[config.mk]
export PLATFORM = sky130hd
export DESIGN_NAME = ad_dac_framer
export DESIGN_NICKNAME = d
export VERILOG_FILES = /design/src/rtl/ad_dac_pkg.sv /design/src/rtl/ad_dac_framer_channel.sv /design/src/rtl/ad_dac_framer.sv
export SDC_FILE = /design/constraint.sdc
export NUM_CORES = 1
export LEC_CHECK = 0
export ABC_AREA = 1
export CORE_AREA = 4 4 158 191
export DETAILED_ROUTE_END_ITERATION = 10
export DIE_AREA = 0 0 162 195
export HOLD_SLACK_MARGIN = 0.08
export PLACE_DENSITY = 0.86
export SLEW_MARGIN = 20
export SYNTH_ARGS = -nofsm -noshare
export SYNTH_HDL_FRONTEND = slang
export SYNTH_SLANG_ARGS = --single-unit
[constraint.sdc]
create_clock -name dac_clk -period 3.55 [get_ports dac_clk]
set_input_delay 1.065 -clock dac_clk [delete_from_list [all_inputs] [get_ports dac_clk]]
set_output_delay 1.065 -clock dac_clk [all_outputs]
set_load 0.1 [all_outputs]
[src/rtl/ad_dac_pkg.sv]
// Shared encodings and helpers for the DAC framer.
package ad_dac_pkg;

    localparam int unsigned PERIOD_W = 8;
    localparam int unsigned UNF_W    = 16;

    typedef enum logic [1:0] {
        SRC_DMA  = 2'd0,
        SRC_ZERO = 2'd1,
        SRC_RAMP = 2'd2,
        SRC_HOLD = 2'd3
    } src_sel_e;

    typedef enum logic [1:0] {
        ST_IDLE = 2'd0,
        ST_ARM  = 2'd1,
        ST_RUN  = 2'd2
    } dac_state_e;

    // A programmed frame length of zero behaves as a length of one.
    function automatic logic [PERIOD_W-1:0] eff_period(input logic [PERIOD_W-1:0] p);
        return (p == '0) ? PERIOD_W'(1) : p;
    endfunction

endpackage

[src/rtl/ad_dac_framer_channel.sv]
// One DAC channel: source mux, ramp generator, hold register and output format.
module ad_dac_framer_channel
    import ad_dac_pkg::*;
#(
    parameter int unsigned SAMPLES_PER_CHANNEL = 4,
    parameter int unsigned DATA_WIDTH          = 16
) (
    input  logic                                      dac_clk,
    input  logic                                      dac_rstn,
    input  logic                                      run_active,
    input  logic                                      arm_entry,
    input  logic                                      frame_mark,
    input  logic                                      accept,
    input  logic                                      datafmt,
    input  logic                                      enable,
    input  logic [1:0]                                sel,
    input  logic [SAMPLES_PER_CHANNEL*DATA_WIDTH-1:0] ddata,
    output logic [SAMPLES_PER_CHANNEL*DATA_WIDTH-1:0] data,
    output logic [SAMPLES_PER_CHANNEL-1:0]            frame
);

    localparam int unsigned LANE_W = SAMPLES_PER_CHANNEL * DATA_WIDTH;

    src_sel_e                  sel_c;
    logic [LANE_W-1:0]         ramp_c, src_c, fmt_c;
    logic [LANE_W-1:0]         data_q, data_d, hold_q, hold_d;
    logic [SAMPLES_PER_CHANNEL-1:0] frame_q, frame_d;
    logic [DATA_WIDTH-1:0]     base_q, base_d;

    assign sel_c = src_sel_e'(sel);
    assign data  = data_q;
    assign frame = frame_q;

    // Select the source, apply enable and format, and advance ramp/hold state.
    always_comb begin
        ramp_c  = '0;
        src_c   = '0;
        fmt_c   = '0;
        data_d  = '0;
        frame_d = '0;
        base_d  = base_q;
        hold_d  = hold_q;

        for (int k = 0; k < int'(SAMPLES_PER_CHANNEL); k++) begin
            ramp_c[k*DATA_WIDTH +: DATA_WIDTH] = base_q + DATA_WIDTH'(k);
        end

        case (sel_c)
            SRC_DMA:  src_c = accept ? ddata : '0;
            SRC_ZERO: src_c = '0;
            SRC_RAMP: src_c = ramp_c;
            SRC_HOLD: src_c = hold_q;
            default:  src_c = '0;
        endcase

        if (!enable) begin
            src_c = '0;
        end

        // Offset binary: flip the sign bit of every lane after source selection.
        fmt_c = src_c;
        if (datafmt) begin
            for (int k = 0; k < int'(SAMPLES_PER_CHANNEL); k++) begin
                fmt_c[k*DATA_WIDTH + DATA_WIDTH - 1] = ~src_c[k*DATA_WIDTH + DATA_WIDTH - 1];
            end
        end

        if (run_active) begin
            data_d = fmt_c;
            if (enable && frame_mark) begin
                frame_d[0] = 1'b1;
            end
        end

        if (arm_entry) begin
            base_d = '0;
        end else if (run_active && enable && sel_c == SRC_RAMP) begin
            base_d = base_q + DATA_WIDTH'(SAMPLES_PER_CHANNEL);
        end

        if (enable && sel_c == SRC_DMA && accept) begin
            hold_d = ddata;
        end
    end

    // Channel state and registered outputs.
    always_ff @(posedge dac_clk or negedge dac_rstn) begin
        if (!dac_rstn) begin
            data_q  <= '0;
            frame_q <= '0;
            base_q  <= '0;
            hold_q  <= '0;
        end else begin
            data_q  <= data_d;
            frame_q <= frame_d;
            base_q  <= base_d;
            hold_q  <= hold_d;
        end
    end

endmodule

[src/rtl/ad_dac_framer.sv]
// DAC framer top: run FSM, frame counter, underflow tracking and channel array.
module ad_dac_framer
    import ad_dac_pkg::*;
#(
    parameter int unsigned NUM_CHANNELS        = 2,
    parameter int unsigned SAMPLES_PER_CHANNEL = 4,
    parameter int unsigned DATA_WIDTH          = 16
) (
    input  logic                                                  dac_clk,
    input  logic                                                  dac_rstn,
    input  logic                                                  dac_run,
    input  logic                                                  dac_sync,
    input  logic [PERIOD_W-1:0]                                   dac_frame_period,
    input  logic                                                  dac_datafmt,
    input  logic [NUM_CHANNELS-1:0]                               dac_enable,
    input  logic [2*NUM_CHANNELS-1:0]                             dac_sel,
    input  logic [NUM_CHANNELS*SAMPLES_PER_CHANNEL*DATA_WIDTH-1:0] dac_ddata,
    input  logic                                                  dac_dvalid,
    output logic                                                  dac_valid,
    output logic [NUM_CHANNELS*SAMPLES_PER_CHANNEL*DATA_WIDTH-1:0] dac_data,
    output logic [NUM_CHANNELS*SAMPLES_PER_CHANNEL-1:0]            dac_frame,
    output logic                                                  dac_dunf,
    output logic [UNF_W-1:0]                                      dac_unf_count,
    input  logic                                                  dac_unf_clr
);

    localparam int unsigned LANE_W = SAMPLES_PER_CHANNEL * DATA_WIDTH;

    dac_state_e          state_q, state_d;
    logic                valid_q, valid_d;
    logic                dunf_q, dunf_d;
    logic [UNF_W-1:0]    unf_count_q, unf_count_d;
    logic [PERIOD_W-1:0] cnt_q, cnt_d;
    logic [PERIOD_W-1:0] period_q, period_d;
    logic [PERIOD_W-1:0] cur_period_c;
    logic                dma_req_c, arm_entry_c, run_active_c, frame_mark_c, accept_c;

    assign run_active_c  = (state_q == ST_RUN);
    assign accept_c      = valid_q & dac_dvalid;
    assign dac_valid     = valid_q;
    assign dac_dunf      = dunf_q;
    assign dac_unf_count = unf_count_q;

    // Run FSM and DMA request; dropping dac_run returns to IDLE from any state.
    always_comb begin
        state_d     = state_q;
        valid_d     = 1'b0;
        dma_req_c   = 1'b0;
        arm_entry_c = 1'b0;

        for (int c = 0; c < int'(NUM_CHANNELS); c++) begin
            if (dac_enable[c] && src_sel_e'(dac_sel[2*c +: 2]) == SRC_DMA) begin
                dma_req_c = 1'b1;
            end
        end

        case (state_q)
            ST_IDLE: if (dac_sync) state_d = ST_ARM;
            ST_ARM:  state_d = ST_RUN;
            ST_RUN:  state_d = ST_RUN;
            default: state_d = ST_IDLE;
        endcase

        if (!dac_run) begin
            state_d = ST_IDLE;
        end

        arm_entry_c = (state_q == ST_IDLE) && (state_d == ST_ARM);
        valid_d     = (state_d != ST_IDLE) && dma_req_c;
    end

    // Frame counter; the period is captured only at the start of each frame.
    always_comb begin
        cnt_d        = '0;
        period_d     = period_q;
        cur_period_c = period_q;
        frame_mark_c = 1'b0;

        if (run_active_c) begin
            if (cnt_q == '0) begin
                cur_period_c = eff_period(dac_frame_period);
                period_d     = cur_period_c;
                frame_mark_c = 1'b1;
            end
            if (cnt_q >= cur_period_c - PERIOD_W'(1)) begin
                cnt_d = '0;
            end else begin
                cnt_d = cnt_q + PERIOD_W'(1);
            end
        end
    end

    // Underflow pulse and saturating counter; clear wins over increment.
    always_comb begin
        dunf_d      = run_active_c && valid_q && !dac_dvalid;
        unf_count_d = unf_count_q;
        if (dac_unf_clr) begin
            unf_count_d = '0;
        end else if (dunf_d && unf_count_q != '1) begin
            unf_count_d = unf_count_q + UNF_W'(1);
        end
    end

    // Control-path registers.
    always_ff @(posedge dac_clk or negedge dac_rstn) begin
        if (!dac_rstn) begin
            state_q     <= ST_IDLE;
            valid_q     <= 1'b0;
            dunf_q      <= 1'b0;
            unf_count_q <= '0;
            cnt_q       <= '0;
            period_q    <= PERIOD_W'(1);
        end else begin
            state_q     <= state_d;
            valid_q     <= valid_d;
            dunf_q      <= dunf_d;
            unf_count_q <= unf_count_d;
            cnt_q       <= cnt_d;
            period_q    <= period_d;
        end
    end

    // One datapath slice per channel.
    for (genvar c = 0; c < int'(NUM_CHANNELS); c++) begin : g_ch
        ad_dac_framer_channel #(
            .SAMPLES_PER_CHANNEL(SAMPLES_PER_CHANNEL),
            .DATA_WIDTH         (DATA_WIDTH)
        ) u_ch (
            .dac_clk   (dac_clk),
            .dac_rstn  (dac_rstn),
            .run_active(run_active_c),
            .arm_entry (arm_entry_c),
            .frame_mark(frame_mark_c),
            .accept    (accept_c),
            .datafmt   (dac_datafmt),
            .enable    (dac_enable[c]),
            .sel       (dac_sel[2*c +: 2]),
            .ddata     (dac_ddata[c*LANE_W +: LANE_W]),
            .data      (dac_data[c*LANE_W +: LANE_W]),
            .frame     (dac_frame[c*SAMPLES_PER_CHANNEL +: SAMPLES_PER_CHANNEL])
        );
    end

endmodule

After elaboration in Yosys (flattened, before gate mapping)
Cells that the tools add are included.
{"block": "classes", "bitwise": 9, "n_reduce_logical": 26, "order_cmp": 1, "add_sub_neg": 11, "n_eq_ne": 10, "mux": 38}
{"op": "64-bit one-hot mux with 4 select lines", "count": 2}
{"op": "64-bit 2-to-1 mux", "count": 6}
{"op": "16-bit 2-to-1 mux", "count": 6}
{"op": "16-bit by 2-bit adder with 16-bit output, second input constant", "count": 4}
{"op": "16-bit by 1-bit adder with 16-bit output, second input constant", "count": 3}
{"op": "8-bit 2-to-1 mux", "count": 5}
{"op": "16-bit by 3-bit adder with 16-bit output, second input constant", "count": 2}
{"op": "8-bit logical NOT", "count": 2}
{"op": "1-bit 2-to-1 mux", "count": 16}
{"op": "16-bit inequality test, second input constant", "count": 1}
{"op": "1-bit logical AND", "count": 15}
{"op": "2-bit == test, second input constant", "count": 5}
{"op": "8-bit by 1-bit adder with 8-bit output, second input constant", "count": 1}
{"op": "2-bit by 1-bit == test with 1-bit output, second input constant", "count": 4}
{"op": "8-bit >= comparator", "count": 1}
{"op": "1-bit NOT", "count": 8}
{"op": "2-bit nonzero test", "count": 4}
{"op": "8-bit by 1-bit subtractor with 8-bit output, second input constant", "count": 1}
{"op": "2-bit logical NOT", "count": 3}
{"op": "2-bit 2-to-1 mux", "count": 2}
{"op": "2-bit one-hot mux with 2 select lines", "count": 1}
{"op": "2-bit OR reduction", "count": 1}
{"op": "1-bit bitwise AND", "count": 1}
{"op": "1-bit logical NOT", "count": 1}
{"block": "word_totals", "in_bits": 149, "regBits": 326, "elab_cells": 109, "out_inout_bits": 154}

Logic depth before layout (Yosys ltp)
Gate-level depths: netlist (run 1).
{"block": "logic_depth", "depth_word": 8, "ltp_mapped": 22, "depth_no_buf": 22}

Modules after synthesis
From an unflattened synthesis (run 1), not the netlist that was laid out.
{"block": "hier_totals", "cells_unflattened": 1750, "area_unflattened_um2": 15210.8}
{"module": "ad_dac_framer_channel", "seq_area_each_um2": 3578.4, "cells_per_inst": 721, "instances": 2, "area_each_um2": 6411.1}
{"module": "ad_dac_framer", "seq_area_each_um2": 902.1, "cells_per_inst": 308, "instances": 1, "area_each_um2": 2388.5}

Least setup slack after synthesis (run 1)
Ideal clock, no wire load.
{"block": "synth_timing", "path_kind": "in2reg", "startpoint": "in dac_frame_period[7]", "endpoint": "reg cnt_q[7]", "setup_slack_ns": 0.775, "path_stages": 17, "n_path_buf": 0, "setup_time_ns": 0.076, "t_required_ns": 3.474, "arrival_time_ns": 2.700, "cell_sequence": "inv_1 > nand2_1 > nor2_1 > nand2_1 > nand3_1 > nand2_2 > nand2_2 > nor2_4 > nand2_1 > nand2_1 > nand2_1 > ha_1 > a21oi_1 > nor2_1 > a211oi_1 > nand4_1 > nor2_1"}
{"block": "synth_via", "elab_chain_len": 8}
{"item": "start, declared", "line_no": "ad_dac_framer.sv:13", "source": "input logic [PERIOD_W-1:0] dac_frame_period,"}
{"item": "8-bit logical NOT", "line_no": "ad_dac_pkg.sv:22", "source": "return (p == '0) ? PERIOD_W'(1) : p;"}
{"item": "8-bit 2-to-1 mux (*)", "line_no": "ad_dac_pkg.sv:22"}
{"item": "8-bit 2-to-1 mux (*)"}
{"item": "8-bit 2-to-1 mux (*)", "line_no": "ad_dac_framer.sv:79", "source": "if (run_active_c) begin"}
{"item": "8-bit by 1-bit subtractor with 8-bit output (*)", "line_no": "ad_dac_framer.sv:85", "source": "if (cnt_q >= cur_period_c - PERIOD_W'(1)) begin"}
{"item": "8-bit >= comparator (*)", "line_no": "ad_dac_framer.sv:85"}
{"item": "8-bit 2-to-1 mux (*)", "line_no": "ad_dac_framer.sv:85"}
{"item": "8-bit 2-to-1 mux (*)", "line_no": "ad_dac_framer.sv:79"}
{"item": "named net cnt_d[7]", "line_no": "ad_dac_framer.sv:33", "source": "logic [PERIOD_W-1:0] cnt_q, cnt_d;"}
{"item": "end signal, assigned", "line_no": "ad_dac_framer.sv:118", "source": "cnt_q <= cnt_d;"}
{"item": "end, declared", "line_no": "ad_dac_framer.sv:33"}
Mark *: on every way through the listed nets, which the timed path passes. The rest lies on a longest branch. The select of a mux whose other input is x is not followed.
A chain may end at the register's enable or synchronous reset.

Worst setup path after layout (run 1)
{"block": "layout_timing", "startpoint": "in dac_frame_period[5]", "endpoint": "reg cnt_q[3]"}
Same word-level chain as after synthesis.

==> results.md, run 1 <==
- The floorplan step set the die height to between 150 and 200 um.
- The finished cells cover 18800 um2.
- The sum of negative setup slack is 0 ns.
- Across the VDD grid, the largest voltage drop is a little under 0.4 mV.
- The final hold violation count is 0.
- The routed layout has approximately 13k vias.
- Sequential elements use between 50% and 60% of the synthesized area.
- Dividing the detail-routed wire length by the instance count gives roughly 19 um.
- The most used flip-flop cell after synthesis is sky130_fd_sc_hd__dfrtp_1.
- The count of flip-flops with a built-in enable after synthesis is 0.
- The mapped netlist covers around 15000 um2.
- The number of antenna violations at the first check in global routing is 2.
- Port buffering added between 200 and 300 buffers.
- Entering global routing, the biggest net connects 79 pins.
- Counting I/O delays and the setup requirement, the final critical path takes between 3 and 4 ns.
- The clock tree skew after final layout is around 0.016 ns.
- After detailed placement, the total cell area comes to around 18000 um2.
- The actual transition at the worst max-transition pin is 1.11 ns.
- STA classifies the critical path endpoint as a flip-flop.
- The weighted congestion reported at the end of routability-driven placement is 0.925.
- By area the synthesized netlist is led by sky130_fd_sc_hd__dfrtp_1, sky130_fd_sc_hd__nand2_1, sky130_fd_sc_hd__a221oi_1.
- The tree is rooted in a sky130_fd_sc_hd__clkbuf_16.
- The signal on the critical path passes through clkdlybuf4s50_1 -> inv_1 -> nand2_1 -> nor2_1 -> nand2_1 -> nand3_1 -> nand2_2 -> nand2_2 -> nor2_4 -> nand2_1 -> nand2_1 -> nand2_1 -> ha_1 -> a21oi_1 -> nor2_1 -> a211oi_1 -> nand4_1 -> nor2_1.
- The clock tree synthesis step divided the H-tree into 2 levels.
- The remaining number of nets flagged by the antenna check after routing is 0.
- The power density normalized to cell area is around 540 nW/um2.
- The slowest library cell on the worst path is sky130_fd_sc_hd__clkdlybuf4s50_1.
- The arrival time reported for the critical path endpoint is ~3.5 ns.
- In this run the worst path has a maximum fanout of 8.
- The run finished with clean final reports.
- The number of max-slew violations in the final report is 0.
- The final net count is just over 2k.
- The global router's overall resource usage is roughly 27%.
- The number of iterations in the first detailed-routing pass is 6.
- For this block, the initial DRC count from the detailed router was around 1.2k.
- Setup repair after global routing left no endpoint under its margin.
- The tool flagged a number of max-cap violations equal to 0.
- From left edge to right edge, the die measures 162 um.
- The number of post-CTS setup repair buffers is 0.
- On the critical path the largest part of the delay comes from simple AND/OR/NAND/NOR gates.
- Counting flops with an async set or reset pin after synthesis yields a share of 100%.
- STA puts the critical path data required time at roughly 4.0 ns.
- The number of global-route vias before repair was approximately 13k.
- The number of synthesized register bits is ~320.
- The effective utilization at floorplan is 51.2%.
- The share of synthesized area in the top cell type comes to 55.3%.
- Of the cells placed in the final design, the portion with a size suffix greater than 1 is 15.5%.
- The number of gates given a new drive strength after cts is 0.
- The number of buffers and inverters on the critical path is 2.
- Averaged over all synthesized cells, the footprint is ~9.0 um2.
- The area added between synthesis and finish is 29.3%.
- The leakage power is roughly 8.6 nW.
- The detailed-placement wirelength estimate is around 30000 um.
- The worst setup path is of the primary input to flip-flop kind.
- Buffers inserted to repair hold after CTS numbered 0.
- The final number of setup-violating endpoints is 0.
- Counting distinct cell types in the post-synthesis netlist gives 42.
- The later-pin clock latency in the skew report is approximately 0.5 ns.
- The cell row count is 68.
- The fmax is around 320 MHz.
- The maximum root-to-sink buffer count is 3.
- In the post-route analysis, the smallest setup slack over all paths is approximately 0.43 ns.
- The final global-route overflow total is 0.
- The startpoint class of the critical path is a primary input.
- The clock-pin slew on the worst setup and hold paths is ~0.06 ns.
- For this run, the number of Yosys warnings is 0.
- The most numerous cell type found on the critical path is sky130_fd_sc_hd__nand2_1.
- The wire length of the first global-routing pass is just under 70000 um.
- The worst setup slack before clock tree synthesis is -0.0736 ns.
- The post-detailed-route via-to-cell ratio is roughly 5.7.
- The utilization after layout is between 60% and 70%.
- TritonCTS built the clock tree.
- The clock net sink count is approximately 320.
- The library cell with the largest summed area after synthesis is sky130_fd_sc_hd__dfrtp_1.
- The synthesized netlist cell count is 1609.
- In this run, CTS created clock tree buffers numbering 34.
- Dividing the final minimum period by the clock period gives 87.9%.
- The final-layout fill cell count is about 2.2k.
- The floorplan step defined a die boundary enclosing around 32000 um2.
- In this design, the stage delay of the slowest critical-path cell is roughly 0.47 ns.
- The floorplan core area is 28400 um2.
- Measured against its own limit, the worst slew margin works out to between 20% and 30%.
- Counting instances in the post-synthesis netlist gives the leading cell types as sky130_fd_sc_hd__nand2_1, sky130_fd_sc_hd__dfrtp_1, sky130_fd_sc_hd__o21ai_0.
- The type of the tightest min-delay check is flip-flop to flip-flop.
- For this design the top-level I/O count stands at 303.
- The detailed-route DRC error count is 0.
- The routed design has between 40000 and 50000 um of wire.
- The most frequently used cell type in the post-synthesis netlist is sky130_fd_sc_hd__nand2_1.
==> cells in the final DEF, fill, tap and decap left out, types with 3 or more instances in the layout <==
cell type                         count
sky130_fd_sc_hd__clkbuf_16           35
sky130_fd_sc_hd__nand2_2              6
sky130_fd_sc_hd__o31ai_1              5
sky130_fd_sc_hd__o22ai_1              8
sky130_fd_sc_hd__clkdlybuf4s50_1    147
sky130_fd_sc_hd__xor2_1              18
sky130_fd_sc_hd__nand2_1            511
sky130_fd_sc_hd__o21ai_2              4
sky130_fd_sc_hd__nor3_1              21
sky130_fd_sc_hd__nand3b_1             3
sky130_fd_sc_hd__buf_4              192
sky130_fd_sc_hd__dfrtp_1            321
sky130_fd_sc_hd__a221oi_1           104
sky130_fd_sc_hd__clkbuf_8             9
sky130_fd_sc_hd__nor2_1              83
sky130_fd_sc_hd__buf_12               8
sky130_fd_sc_hd__xnor2_1              4
sky130_fd_sc_hd__bufinv_16            5
sky130_fd_sc_hd__o21ai_0            147
sky130_fd_sc_hd__ha_1                16
sky130_fd_sc_hd__nand3_1             34
sky130_fd_sc_hd__inv_1               84
sky130_fd_sc_hd__clkbuf_1             3
sky130_fd_sc_hd__conb_1               6
sky130_fd_sc_hd__o21ai_1             37
sky130_fd_sc_hd__inv_2               10
sky130_fd_sc_hd__a211oi_1             9
sky130_fd_sc_hd__nor3_2               3
sky130_fd_sc_hd__a22oi_1              7
sky130_fd_sc_hd__nor2_2               3
sky130_fd_sc_hd__a21oi_1             40
sky130_fd_sc_hd__nand4_1             17
sky130_fd_sc_hd__nor2_4               5
sky130_fd_sc_hd__clkinv_2             4
==> area by class of cell <==
type	count	area, um2	share of cell area (%)
inverter	98	374	1.99
multi-input combinational	1100	5570	29.6
antenna	1	2.50	0.0133
clock buffer	47	1010	5.38
timing repair buffer	348	3090	16.4
sequential	322	8060	42.9
tap	385	482	2.56
clock inverter	12	210	1.12
==> flip-flops by register name, summed over array words and instances, names as in the netlist <==
register	cells
cnt_q	8
dac_dunf	1
dac_unf_count	16
dac_valid	1
g_ch.u_ch.base_q	28
g_ch.u_ch.data	128
g_ch.u_ch.frame	2
g_ch.u_ch.hold_q	128
period_q	8
state_q	2
==> power breakdown <==
group          internal [W]  switching [W]
clock network       0.00237        0.00146
registers           0.00408       0.000220
logic              0.000618        0.00140
total               0.00706        0.00308
==> path summary, 6_finish.rpt <==
kind	start	endpoint	slack, ns	cells after the start
worst max-delay path	dac_frame_period[5]	cnt_q[3]$_DFF_PN0_	0.43	18
worst min-delay path	g_ch[0].u_ch.hold_q[32]$_DFFE_PN0P_	g_ch[0].u_ch.hold_q[32]$_DFFE_PN0P_	0.47	2
worst max register to register	cnt_q[0]$_DFF_PN0_	cnt_q[3]$_DFF_PN0_	0.54	19
worst min register to register	g_ch[0].u_ch.hold_q[32]$_DFFE_PN0P_	g_ch[0].u_ch.hold_q[32]$_DFFE_PN0P_	0.47	2
max in group asynchronous	dac_rstn	g_ch[0].u_ch.hold_q[53]$_DFFE_PN0P_	2.17	2
min in group asynchronous	dac_rstn	dac_unf_count[3]$_DFFE_PN0P_	0.52	1
==> cell families (layout without fill, tap and decap cells) <==
kind of cell | Yosys count | count (layout) | synth area share (%)
flops | 322 | 322 | 55.4
fa+ha+maj | 16 | 16 | 1.38
compound gates | 364 | 364 | 15.8
buf+inv | 192 | 505 | 6.41
xor+xnor | 22 | 22 | 1.33
simple gates | 692 | 692 | 19.6
other cells | 1 | 7 | 0.0258
==> layer usage <==
metal / routed length [um] / vias up / share of wire, % / global-route usage (%)
met3: 4280 / 149 / 9.8 / 6.46
met5: 14 / - / 0.032 / 0
met4: 2180 / 2 / 5.0 / 11.7
met2: 21300 / 789 / 49 / 45.4
li1: - / 6005 / - / -
met1: 16000 / 6297 / 37 / 33.4
==> stage by stage <==
step           cells  hold WS [ns]  power (W)
4_1_cts         2312         0.475     0.0102
6_report        2313         0.473     0.0101
2_1_floorplan   1614         0.432    0.00562
5_1_grt         2313         0.487     0.0106
3_3_place_gp    2253         0.444    0.00627
3_5_place_dp    2253         0.459    0.00635
==> worst reg2reg max path, stage by stage, from the launching register on <==
cell	delay, ns
sky130_fd_sc_hd__dfrtp_1	0.40
sky130_fd_sc_hd__inv_1	0.12
sky130_fd_sc_hd__ha_1	0.18
sky130_fd_sc_hd__nand2_1	0.06
sky130_fd_sc_hd__nor2_1	0.09
sky130_fd_sc_hd__nand2_1	0.22
sky130_fd_sc_hd__nand2_1	0.13
sky130_fd_sc_hd__nand2_1	0.05
sky130_fd_sc_hd__inv_1	0.10
sky130_fd_sc_hd__nand2_2	0.11
sky130_fd_sc_hd__nor2_4	0.13
sky130_fd_sc_hd__nand2_1	0.06
sky130_fd_sc_hd__nand2_1	0.06
sky130_fd_sc_hd__nand2_1	0.05
sky130_fd_sc_hd__ha_1	0.28
sky130_fd_sc_hd__a21oi_1	0.15
sky130_fd_sc_hd__nor2_1	0.06
sky130_fd_sc_hd__a211oi_1	0.17
sky130_fd_sc_hd__nand4_1	0.31
sky130_fd_sc_hd__nor2_1	0.21
Note: power is estimated with default switching activity, not from simulation.
==> run 2: changes to the inputs <==
--- a/config.mk
+++ b/config.mk
@@ -7,10 +7,12 @@
 export LEC_CHECK = 0
 export ABC_AREA = 1
 export CORE_AREA = 4 4 158 191
+export CTS_CLUSTER_SIZE = 12
 export DETAILED_ROUTE_END_ITERATION = 10
 export DIE_AREA = 0 0 162 195
 export HOLD_SLACK_MARGIN = 0.08
 export PLACE_DENSITY = 0.86
+export SKIP_CTS_REPAIR_TIMING = 1
 export SLEW_MARGIN = 20
 export SYNTH_ARGS = -nofsm -noshare
 export SYNTH_HDL_FRONTEND = slang
==> run 2 against run 1 <==
Effect of this change:
- fmax is 0.52% lower
- non-clock buffer count stayed put
- clock power is 14% lower
- combinational power hardly changed
- sequential cell count stayed put
- hold slack worse by 0.00078 ns
- core utilization is 0.77 points lower
- critical path depth stayed put
- power is 5.4% lower
- global-route usage is 0.31 points lower
- sequential power hardly changed
- design area is 1.2% lower
- largest cell class unchanged
- largest power group unchanged
==> results.md, run 2 (synthesized netlist as in run 1, its figures left out) <==
- The critical path data required time was 3.97 ns (about the same).
- The floorplan core area was 28400 um2 (unchanged).
- The actual transition at the worst max-transition pin is 1.12 ns (+0.00208 ns).
- The worst-case headroom to the max-slew limit came to 24.8% (-0.93 points).
- The number of port buffers is 296 (unchanged).
- The later-pin clock latency in the skew report is 0.51 ns (about the same).
- TritonCTS built the clock tree.
- The flow ran to the end, and the final reports show no timing, DRC or antenna violations.
- The clock net sink count is 322 (unchanged).
- The clock-pin slew on the worst setup and hold paths came to 0.06 ns (about the same).
- The area of the die was 31600 um2 (unchanged).
- Compared with the post-synthesis result, the final layout area differs by 27.8%.
- The detailed-route DRC error count came to 0 (unchanged).
- The routed length per instance is 18.9 um (-0.38%).
- The fraction of layout instances using a drive strength above 1 is 15.0% (-0.51 points).
- The die extent in x came to 162 um (unchanged).
- The number of max-slew violations in the final report was 0 (unchanged).
- The top cell types in the final layout, fill and taps aside, are sky130_fd_sc_hd__nand2_1, sky130_fd_sc_hd__dfrtp_1, sky130_fd_sc_hd__buf_4.
- The weighted congestion reported at the end of routability-driven placement was 0.925 (unchanged).
- The effective utilization at floorplan was 51.2% (unchanged).
- The number of buffers added by the clock tree synthesis step came to 34 (unchanged).
- The number of global-route vias before repair is 12.9k (-0.87%).
- The final worst setup slack is 0.413 ns (-0.0164 ns).
- The cell repeated most along the worst path is sky130_fd_sc_hd__nand2_1.
- The cell row count is 68 (unchanged).
- Traced cell by cell, the critical path runs through clkdlybuf4s50_1 -> inv_1 -> nand2_1 -> nor2_1 -> nand2_1 -> nand3_1 -> nand2_2 -> nand2_2 -> nor2_4 -> nand2_1 -> nand2_1 -> nand2_1 -> ha_1 -> a21oi_1 -> nor2_1 -> a211oi_1 -> nand4_1 -> nor2_1.
- The final net count is 2069 (unchanged).
- The H-tree depth is 2 (unchanged).
- The remaining number of nets flagged by the antenna check after routing is 0 (unchanged).
- The family with the most delay on the worst path is simple AND/OR/NAND/NOR gates.
- The startpoint class of the critical path is a primary input.
- The start-to-end type of the worst setup path is primary input to flip-flop.
- The final critical-path share of the clock period is 88.4% (+0.46 points).
- The clock tree skew after final layout is 0.0114 ns (-0.00503 ns).
- The final global-route overflow total came to 0 (unchanged).
- The vias after detailed routing was 13.1k (-1.2%).
- The number of iterations in the first detailed-routing pass is 6 (unchanged).
- The final-layout fill cell count came to 2238 (+1.6%).
- The reported max-cap violation count is 0 (unchanged).
- For this design, the slowest cell found on the critical path is sky130_fd_sc_hd__clkdlybuf4s50_1.
- The tree is rooted in a sky130_fd_sc_hd__clkbuf_16.
- The maximum net fanout on the critical path was 8 (unchanged).
- The worst setup slack before clock tree synthesis was -0.0736 ns (unchanged).
- The fmax is 319 MHz (-0.52%).
- The library cell used most frequently in the layout, excluding fill and tap cells, is sky130_fd_sc_hd__nand2_1.
- The global router's overall resource usage is 26.7% (-0.31 points).
- The path class of the tightest hold or removal check is flip-flop to flip-flop.
- The vertical die dimension was 195 um (unchanged).
- The detailed router's first-iteration violation count came to 1341 (+13%).
- The cell count after placement was 2253 (unchanged).
- The post-detailed-route via-to-cell ratio is 5.67 (-0.90%).
- The wire length of the first global-routing pass is 68700 um (-1.1%).
- The final hold violation count came to 0 (unchanged).
- The final number of setup-violating endpoints is 0 (unchanged).
- The post-route worst hold slack is 0.472 ns (-0.000785 ns).
- The worst IR drop on VDD is 0.388 mV (-1.8%).
- The total wirelength of the detailed-routed design was 43500 um (-0.73%).
- The maximum single-stage delay on the critical path is 0.47 ns (about the same).
- Setup repair after global routing left no endpoint under its margin.
- The largest net degree at the start of global routing is 79 (unchanged).
- The I/O pin count was 303 (unchanged).
- The category of the worst setup path capture point is a flip-flop.
- The post-route minimum period is 3.14 ns (+0.0164 ns).
- The detailed-placement wirelength estimate is 30100 um (unchanged).
- The power density normalized to cell area is 516 nW/um2 (-4.3%).
- The utilization after layout is 65.4% (-0.77 points).
- The final cell count without fillers is 2305 (-0.35%).
- The leakage power was 8.45 nW (-1.2%).
- The total design power is 0.00959 W (-5.4%).
- The number of antenna violations at the first check in global routing was 2 (unchanged).
- The buffering stage count on the worst path with inverters included is 2 (unchanged).
- The arrival time reported for the critical path endpoint is 3.55 ns (about the same).
- The maximum root-to-sink buffer count is 3 (unchanged).
run 2: routing by layer:
layer	up-vias	track usage [%]	wire length [um]
li1	5991	-	-
met1	6208	33.5	16200
met2	743	44.4	20900
met3	133	6.16	4260
met4	2	11.8	2090
met5	-	0	14
run 2: worst min-delay path, stage by stage (launching register included):
cell and delay (ns):
sky130_fd_sc_hd__dfrtp_1 0.34, sky130_fd_sc_hd__nand2_1 0.05, sky130_fd_sc_hd__nand2_1 0.04
run 2: layout make-up:
class | count | area (um2) | share of cell area [%]
sequential | 322 | 8060 | 43.4
multi-input combinational | 1100 | 5570 | 30.0
timing repair buffer | 348 | 3090 | 16.6
clock buffer | 45 | 953 | 5.13
tap | 385 | 482 | 2.59
inverter | 98 | 374 | 2.01
clock inverter | 6 | 48.8 | 0.263
antenna | 1 | 2.50 | 0.0135
run 2: final timing paths:
path / from / to / slack, ns / cells after the start
max in group asynchronous: dac_rstn / g_ch[0].u_ch.hold_q[58]$_DFFE_PN0P_ / 2.18 / 2
setup / recovery: dac_frame_period[5] / cnt_q[3]$_DFF_PN0_ / 0.41 / 18
hold / removal: g_ch[0].u_ch.hold_q[32]$_DFFE_PN0P_ / g_ch[0].u_ch.hold_q[32]$_DFFE_PN0P_ / 0.47 / 2
setup reg to reg: cnt_q[0]$_DFF_PN0_ / cnt_q[3]$_DFF_PN0_ / 0.53 / 19
hold reg to reg: g_ch[0].u_ch.hold_q[32]$_DFFE_PN0P_ / g_ch[0].u_ch.hold_q[32]$_DFFE_PN0P_ / 0.47 / 2
min in group asynchronous: dac_rstn / dac_unf_count[3]$_DFFE_PN0P_ / 0.53 / 1
run 2: stage by stage:
step | TNS [ns] | area [um2]
CTS | 0 | 18600
global route | 0 | 18600
detailed placement | -0.379 | 17600
global placement | 0 | 17600
floorplan | 0 | 14600
finish | 0 | 18600
run 2: report_power, final:
part / total [W] / leakage [nW] / switching [W] / internal (W)
clock: 0.00328 / 0.497 / 0.00140 / 0.00188
combinational: 0.00201 / 3.56 / 0.00139 / 0.000618
sequential: 0.00430 / 4.39 / 0.000220 / 0.00408
==> run 3: changes to the inputs <==
--- a/config.mk
+++ b/config.mk
@@ -7,7 +7,7 @@
 export LEC_CHECK = 0
 export ABC_AREA = 1
 export CORE_AREA = 4 4 158 191
-export CTS_CLUSTER_SIZE = 12
+export CTS_CLUSTER_SIZE = 8
 export DETAILED_ROUTE_END_ITERATION = 10
 export DIE_AREA = 0 0 162 195
 export HOLD_SLACK_MARGIN = 0.08
@@ -17,3 +17,4 @@
 export SYNTH_ARGS = -nofsm -noshare
 export SYNTH_HDL_FRONTEND = slang
 export SYNTH_SLANG_ARGS = --single-unit
+export TNS_END_PERCENT = 30
==> run 3 against run 2 <==
Effect of this change:
- power up 7.3%
- hold slack is essentially flat
- core utilization rose by 1.0 points
- die area is the same
- global-route usage is 0.67 points higher
- register-to-register slack better by 0.02 ns
- critical path depth is the same
- design area grew 1.5%
- clock power is 21% higher
- combinational power about the same
- largest cell class unchanged
- clock-buffer cell count rose by 12
- largest power group unchanged
==> results.md, run 3 (synthesized netlist as in run 1, its figures left out) <==
- The floorplan core area was 28400 um2 (unchanged).
- The fraction of layout instances using a drive strength above 1 is 15.1% (+0.18 points).
- The maximum net fanout on the critical path is 8 (unchanged).
- The post-route worst hold slack is 0.472 ns (-0.000372 ns).
- The routed length per instance is 19.2 um (+1.5%).
- The final critical-path share of the clock period was 86.5% (-1.8 points).
- The clock net sink count is 322 (unchanged).
- The met3 capacity usage during global routing is 6.69% (+0.53 points).
- The reported max-cap violation count came to 0 (unchanged).
- The vertical die dimension is 195 um (unchanged).
- The met2 usage in global routing is 45.7% (+1.3 points).
- The run finished with clean final reports.
- The number of max-slew violations in the final report is 0 (unchanged).
- The number of buffers added by the clock tree synthesis step is 46 (+35%).
- The number of iterations in the first detailed-routing pass is 6 (unchanged).
- The later-pin clock latency in the skew report came to 0.54 ns (+0.03 ns).
- The final global-route overflow total was 0 (unchanged).
- The number of antenna violations at the first check in global routing is 3 (+1).
- The power density normalized to cell area is 545 nW/um2 (+5.6%).
- The global-route met1 utilization is 33.8% (+0.31 points).
- The remaining number of nets flagged by the antenna check after routing is 0 (unchanged).
- The type of the tightest min-delay check is flip-flop to flip-flop.
- The final net count is 2081 (+0.58%).
- STA classifies the critical path endpoint as a flip-flop.
- The number of port buffers was 296 (unchanged).
- The actual transition at the worst max-transition pin is 1.13 ns (+0.0131 ns).
- The TritonCTS clock tree is done.
- The clock-pin slew on the worst setup and hold paths is 0.05 ns (about the same).
- The total wirelength of the detailed-routed design came to 44400 um (+2.0%).
- The detailed router's first-iteration violation count was 1286 (-4.1%).
- The weighted congestion reported at the end of routability-driven placement is 0.925 (unchanged).
- The worst-case headroom to the max-slew limit is 23.9% (-0.88 points).
- The number of global-route vias before repair is 13.1k (+1.3%).
- The critical path is of the primary input to flip-flop type.
- The critical path data required time is 4.00 ns (+0.03 ns).
- The cell row count was 68 (unchanged).
- The area added between synthesis and finish is 29.8%.
- The final number of setup-violating endpoints is 0 (unchanged).
- The effective utilization at floorplan was 51.2% (unchanged).
- The library cell used most frequently in the layout, excluding fill and tap cells, is sky130_fd_sc_hd__nand2_1.
- The die extent in x came to 162 um (unchanged).
- The detailed-placement wirelength estimate was 30100 um (unchanged).
- The I/O pin count is 303 (unchanged).
- The worst setup path is launched from a primary input.
- Leaving out fill and tap cells, the most frequent cells in the layout are sky130_fd_sc_hd__nand2_1, sky130_fd_sc_hd__dfrtp_1, sky130_fd_sc_hd__buf_4.
- met2 is the most crowded layer.
- The post-detailed-route via-to-cell ratio is 5.73 (+1.0%).
- The vias after detailed routing is 13.3k (+1.6%).
- The utilization after layout is 66.4% (+1.0 points).
- The worst IR drop on VDD is 0.400 mV (+3.2%).
- The global router's overall resource usage was 27.4% (+0.67 points).
- The leakage power is 8.57 nW (+1.4%).
- The maximum root-to-sink buffer count is 3 (unchanged).
- CTS placed an instance of sky130_fd_sc_hd__clkbuf_16 at the clock tree root.
- The clock tree skew after final layout is 0.0164 ns (+0.00501 ns).
- The fmax is 326 MHz (+2.1%).
- The arrival time reported for the critical path endpoint is 3.52 ns (-0.03 ns).
- The H-tree depth is 2 (unchanged).
- The total design power is 0.0103 W (+7.3%).
- The final-layout fill cell count was 2173 (-2.9%).
- The largest net degree at the start of global routing is 79 (unchanged).
- The final hold violation count is 0 (unchanged).
- The detailed-route DRC error count is 0 (unchanged).
- Setup repair after global routing left no endpoint under its margin.
- The wire length of the first global-routing pass is 70200 um (+2.2%).
- The post-route minimum period is 3.07 ns (-0.0649 ns).
- The area of the die is 31600 um2 (unchanged).
## run 3: area by class of cell
type                       instances  area, um2  share of cell area, %
timing repair buffer             348       3090                   16.4
antenna                            3       7.51                 0.0398
inverter                          98        374                   1.98
multi-input combinational       1100       5570                   29.5
clock inverter                     4       92.6                  0.491
sequential                       322       8060                   42.7
tap                              385        482                   2.55
clock buffer                      57       1190                   6.32
## run 3: through the flow
step           cell area, um2  TNS, ns  instances  worst slack, ns
2_1_floorplan           14600        0       1614            0.775
3_3_place_gp            17600        0       2253           0.0792
3_5_place_dp            17600   -0.379       2253          -0.0736
4_1_cts                 18900        0       2314            0.492
5_1_grt                 18900        0       2316            0.115
6_report                18900        0       2317            0.478
## run 3: where the power goes
group	switching [W]	internal [W]
Clock	0.00156	0.00241
Sequential	0.000221	0.00409
Combinational	0.00140	0.000618
## run 3: critical path: stages
cell	delay [ns]
sky130_fd_sc_hd__clkdlybuf4s50_1	0.47
sky130_fd_sc_hd__inv_1	0.06
sky130_fd_sc_hd__nand2_1	0.08
sky130_fd_sc_hd__nor2_1	0.04
sky130_fd_sc_hd__nand2_1	0.05
sky130_fd_sc_hd__nand3_1	0.08
sky130_fd_sc_hd__nand2_2	0.11
sky130_fd_sc_hd__nand2_2	0.10
sky130_fd_sc_hd__nor2_4	0.13
sky130_fd_sc_hd__nand2_1	0.06
sky130_fd_sc_hd__nand2_1	0.06
sky130_fd_sc_hd__nand2_1	0.05
sky130_fd_sc_hd__ha_1	0.28
sky130_fd_sc_hd__a21oi_1	0.15
sky130_fd_sc_hd__nor2_1	0.06
sky130_fd_sc_hd__a211oi_1	0.17
sky130_fd_sc_hd__nand4_1	0.30
sky130_fd_sc_hd__nor2_1	0.19
## run 3: metal layers
layer	routed length (um)	vias to the layer above
met2	21700	773
met4	2100	2
met5	20	-
met1	16200	6354
met3	4350	132
li1	-	6021
## run 3: final timing paths
kind                                                           from                             endpoint  slack, ns  depth (start not counted)
worst max-delay path                            dac_frame_period[1]                   cnt_q[0]$_DFF_PN0_       0.48                         18
worst min-delay path            g_ch[0].u_ch.hold_q[32]$_DFFE_PN0P_  g_ch[0].u_ch.hold_q[32]$_DFFE_PN0P_       0.47                          2
worst max register to register                   cnt_q[0]$_DFF_PN0_                   cnt_q[0]$_DFF_PN0_       0.55                         19
worst min register to register  g_ch[0].u_ch.hold_q[32]$_DFFE_PN0P_  g_ch[0].u_ch.hold_q[32]$_DFFE_PN0P_       0.47                          2
max in group asynchronous                                  dac_rstn  g_ch[0].u_ch.hold_q[60]$_DFFE_PN0P_       2.21                          2
min in group asynchronous                                  dac_rstn         dac_unf_count[4]$_DFFE_PN0P_       0.49                          1
